$ cat config.mk
export PLATFORM = sky130hd
export DESIGN_NAME = uart_tx_fifo
export DESIGN_NICKNAME = d
export VERILOG_FILES = /design/src/rtl/uart_tx_fifo.sv
export SDC_FILE = /design/constraint.sdc
export NUM_CORES = 1
export LEC_CHECK = 0
export ABC_AREA = 1
export CAP_MARGIN = 10
export CORE_ASPECT_RATIO = 0.6
export CORE_MARGIN = 2
export CORE_UTILIZATION = 54
export DETAILED_ROUTE_END_ITERATION = 7
export PLACE_DENSITY = 0.75
export SYNTH_ARGS = -nofsm -noshare
export SYNTH_HDL_FRONTEND = slang
export SYNTH_SLANG_ARGS = --single-unit
export TNS_END_PERCENT = 50
$ cat constraint.sdc
create_clock -name CLK -period 1.7 [get_ports CLK]
set_clock_uncertainty 0.05 [all_clocks]
set_input_delay 0.17 -clock CLK [delete_from_list [all_inputs] [get_ports CLK]]
set_output_delay 0.17 -clock CLK [all_outputs]
set_load 0.01 [all_outputs]
$ cat src/rtl/uart_tx_fifo.sv
// Byte FIFO between a CPU write port and a UART transmitter pop port, with registered status flags.
// Optional sticky overflow detection is enabled by defining UART_TX_FIFO_OVF_EN.
module uart_tx_fifo #(
  parameter int DEPTH_LOG2 = 4,
  parameter int AFULL_LVL  = 12
) (
  input  logic                  CLK,
  input  logic                  RST,
  input  logic                  wr,
  input  logic [7:0]            wdat,
  output logic                  full,
  output logic                  afull,
  output logic [DEPTH_LOG2:0]   level,
  input  logic                  rd,
  output logic                  rdempty,
  output logic [7:0]            idat,
  output logic                  ovf,
  input  logic                  ovf_clr
);

  localparam int PW = DEPTH_LOG2;
  localparam int LW = DEPTH_LOG2 + 1;
  localparam logic [LW-1:0] DEPTH_LVL = LW'(1 << DEPTH_LOG2);
  localparam logic [LW-1:0] AFULL_THR = LW'(AFULL_LVL);

  logic [7:0]    mem [0:(1<<PW)-1];
  logic [PW-1:0] wptr_reg;
  logic [PW-1:0] rptr_reg;
  logic [LW-1:0] level_reg;
  logic [LW-1:0] level_next;
  logic          full_reg;
  logic          afull_reg;
  logic          rdempty_reg;
  logic [7:0]    idat_reg;
  logic          rd_acc;
  logic          wr_acc;

  // A pop frees a slot on the same edge, so a full FIFO still accepts a write alongside it.
  assign rd_acc = rd & ~rdempty_reg;
  assign wr_acc = wr & (~full_reg | rd_acc);

  always_comb begin
    level_next = level_reg;
    if (wr_acc && !rd_acc)
      level_next = level_reg + LW'(1);
    else if (!wr_acc && rd_acc)
      level_next = level_reg - LW'(1);
  end

  always_ff @(posedge CLK) begin
    if (wr_acc)
      mem[wptr_reg] <= wdat;
  end

  always_ff @(posedge CLK or negedge RST) begin
    if (!RST) begin
      wptr_reg    <= '0;
      rptr_reg    <= '0;
      level_reg   <= '0;
      full_reg    <= 1'b0;
      afull_reg   <= 1'b0;
      rdempty_reg <= 1'b1;
      idat_reg    <= 8'h00;
    end else begin
      if (wr_acc)
        wptr_reg <= wptr_reg + PW'(1);
      if (rd_acc) begin
        idat_reg <= mem[rptr_reg];
        rptr_reg <= rptr_reg + PW'(1);
      end
      // Flags derive from the next level so they stay in step with level every cycle.
      level_reg   <= level_next;
      full_reg    <= (level_next == DEPTH_LVL);
      afull_reg   <= (level_next >= AFULL_THR);
      rdempty_reg <= (level_next == '0);
    end
  end

  assign level   = level_reg;
  assign full    = full_reg;
  assign afull   = afull_reg;
  assign rdempty = rdempty_reg;
  assign idat    = idat_reg;

`ifdef UART_TX_FIFO_OVF_EN
  logic ovf_reg;

  always_ff @(posedge CLK or negedge RST) begin
    if (!RST)
      ovf_reg <= 1'b0;
    else if (wr & ~wr_acc)
      ovf_reg <= 1'b1;
    else if (ovf_clr)
      ovf_reg <= 1'b0;
  end

  assign ovf = ovf_reg;
`else
  logic unused_ovf_clr;
  assign unused_ovf_clr = ovf_clr;
  assign ovf = 1'b0;
`endif

endmodule

==> results.md <==
- Crit start category: flip-flop
- Global-route wire length before repair: 23.76 mm
- Slew Viols, Final: 0
- Arrival time of the worst setup path: 1980 ps
- Total of buffers placed on input and output ports: 27
- Commonest non-fill, non-tap cell in the layout: sky130_fd_sc_hd__nand2_1
- Die outline height: 88.59 um
- Core ar.: 11,450 sq um
- Final Wtd Congestion: 1.019
- Setup repair after global routing missed its margin: true
- Final worst-path cycle share: 98.57%
- Iteration count of the initial detailed-routing pass: 8
- Share of post-route cells with drive strength above 1: 15.78%
- Highest achievable clock rate: 0.5967 GHz
- Critical path type: reg2reg
- Row count: 30
- Min Tclk post-route: 1676 ps
- TNS Setup: 0 ps
- Max VDD drop: 0.9025 mV
- Antenna Cells: 0
- Maximum fanout count along the critical path: 17
- Pin count of the biggest net entering global routing: 67
- Cell Pwr Density: 1784 nW/um^2
- DRC violations left: 0
- Number of CTS-inserted buffers: 17
- Mean instance size in the synthesized netlist: 11.05 sq um
- Endpoints failing hold: 0
- Initial core utilization: 56.25%
- Post-detailed-route count of antenna-violating nets: 0
- Cell with the largest stage delay on the worst path: sky130_fd_sc_hd__dfrtp_2
- Net count after synthesis: 603
- Portion of netlist area occupied by mux cells: 0%
- CTS sink count: 152
- Layout Nets: 666
- Layout Area Growth over Synthesis: 21.41%
- Post-Syn Instances: 583
- Post-Place Cells: 782
- Number of hold buffers added after CTS: 0
- # Max-Cap Violations: 0
- Path category of the worst min-delay check: in2async
- Clock latency on the worst-skew pair: 420 ps
- Die width: 145.0 um
- Top library cells by usage in the layout, fill and taps aside: 217 x sky130_fd_sc_hd__nand2_1, 128 x sky130_fd_sc_hd__edfxtp_1, 101 x sky130_fd_sc_hd__nand3_1
- Xor/xnor cell area share of the yosys netlist: 1.224%
- Adder and majority gate portion of the synthesized area: 1.360%
- Slew at the pin closest to its max-slew limit: 545.7 ps
- Filler-free cell count of the finished design: 819
- CTS tree: built
- Fraction of the mapped netlist area in simple logic gates: 23.08%
- Cell Chain, Critical Path: inv_4 > buf_12 > nand2_1 > nand3_1 > nand3_1 > nand2_1 > nand2_1 > nand2_1 > nand2_1 > nand2_1
- Count of unique library cells instantiated by Yosys: 21
- Drt via density: 5.673
- Sequential cell area fraction in the yosys report: 69.03%
- Clock slew seen by the registers of the worst setup and hold paths: 60 ps
- Maximum level of the CTS H-tree: 4
- Relative slew margins: 63.40%
- Reported leakage power: 3.130 nW
- DIE AREA: 12,840 sq um
- Most prevalent standard cell on the critical path: sky130_fd_sc_hd__nand2_1
- Iteration-0 DRC count of the detailed router: 671
- Post-DP HPWL: 10.14 mm
- Max reg flops: 128
- Number of global-route vias before repair: 4,338
- Yosys warning count: 0
- Final setup fails: 0
- Sum of routed wire length over all layers: 15.97 mm
- Required time of the critical path: 2000 ps
- Power after layout: 13.95 mW
- Number of storage elements in the synthesis netlist: 152
- Post-synthesis compound-gate area fraction: 0.6606%
- Final setup slack of the worst path: 24.24 ps
- Initial antenna violation count: 0
- Syn Std Cell Area: 6440 sq um
- Ports placed on the boundary: 30
- Status: finished clean
- Worst-case clock buffer depth: 2
- Largest family of logic cells by synthesized area: simple AND/OR/NAND/NOR gates
- Root cell of the clock tree: sky130_fd_sc_hd__clkbuf_16
- Wire length per cell after detailed routing: 19.50 um
- Vias post-DR: 4,646
- Largest stage delay, worst path: 480 ps
- Total track usage: 25.38%
- Worst slack at placement: -208.3 ps
- Element type at the critical path end: flip-flop
- Filler instances: 824
- Leftover overflow at the end of global routing: 0
==> per-layer routing <==
layer	GRT usage [%]	vias up	wire length, um
li1	-	2104	-
met1	36.88	2279	7000
met2	37.79	251	6924
met3	8.299	12	1948
met4	5.941	0	101
met5	0	-	0
==> where the power goes <==
group / internal, mW / total [mW] / switching [mW]
Combinational: 1.84 / 5.13 / 3.29
Sequential: 4.63 / 5.01 / 0.381
Clock: 2.32 / 3.81 / 1.50
==> critical path: cells and delay by family (launching register included) <==
kind / cells / cell delay, ps
flip-flops: 1 / 480
buffers and inverters: 2 / 290
AND/OR/NAND/NOR: 8 / 790
==> Yosys cell counts (all sizes together) <==
cell type | n | area, sq um
nand2 | 225 | 844.6
edfxtp | 128 | 3844
nand3 | 108 | 540.5
buf | 26 | 205.2
dfrtp | 23 | 575.6
nor2 | 22 | 82.58
inv | 19 | 71.32
xor2 | 8 | 70.07
ha | 7 | 87.58
o21ai | 4 | 20.02
clkbuf | 3 | 11.26
nand4 | 3 | 18.77
clkinv | 2 | 7.510
a21oi | 1 | 16.27
a31oi | 1 | 6.260
conb | 1 | 3.750
dfstp | 1 | 26.28
xnor2 | 1 | 8.760
==> path summary, 6_finish.rpt <==
kind,end,slack [ps],cells past startpoint,from
min,idat[2],70,2,RST
min in group CLK,idat[5],430,2,idat[5]
max,idat[6],20,10,rptr_reg[0]
max reg2reg,idat[6],20,10,rptr_reg[0]
min reg2reg,idat[5],430,2,idat[5]
max in group asynchronous,rdempty,1220,2,RST
==> cell families after synthesis <==
kind of cell | count (synthesis)
buffers and inverters | 50
adder cells (fa/ha/maj) | 7
AND/OR/NAND/NOR | 358
flip-flops | 152
AO/OA/AOI/OAI | 6
other | 1
XOR/XNOR | 9
==> final cells by class <==
class	count	area, sq um	area share (%)
clock buffer	18	429.2	5.489
clock inverter	14	173.9	2.224
inverter	21	81.33	1.040
multi-input combinational	381	1779	22.76
sequential	152	4451	56.92
tap	160	200.2	2.560
timing repair buffer	73	704.4	9.009
==> what timing repair did <==
action                                  4_1_cts  5_1_grt
endpoints found under the setup margin       10      111
setup buffers                                 1        1
gates cloned                                  0        3
resized for setup                             4       22
pin swaps                                     0        3
==> stage by stage <==
step,hold slack (ps),utilization [%],instance area [sq um]
global route,107.0,68.30,7819
CTS,85.14,67.09,7681
detailed placement,418.9,61.69,7063
global placement,417.0,61.69,7063
floorplan,-175.6,-,6450
finish,74.64,68.30,7819
Note: power is estimated with default switching activity, not from simulation.
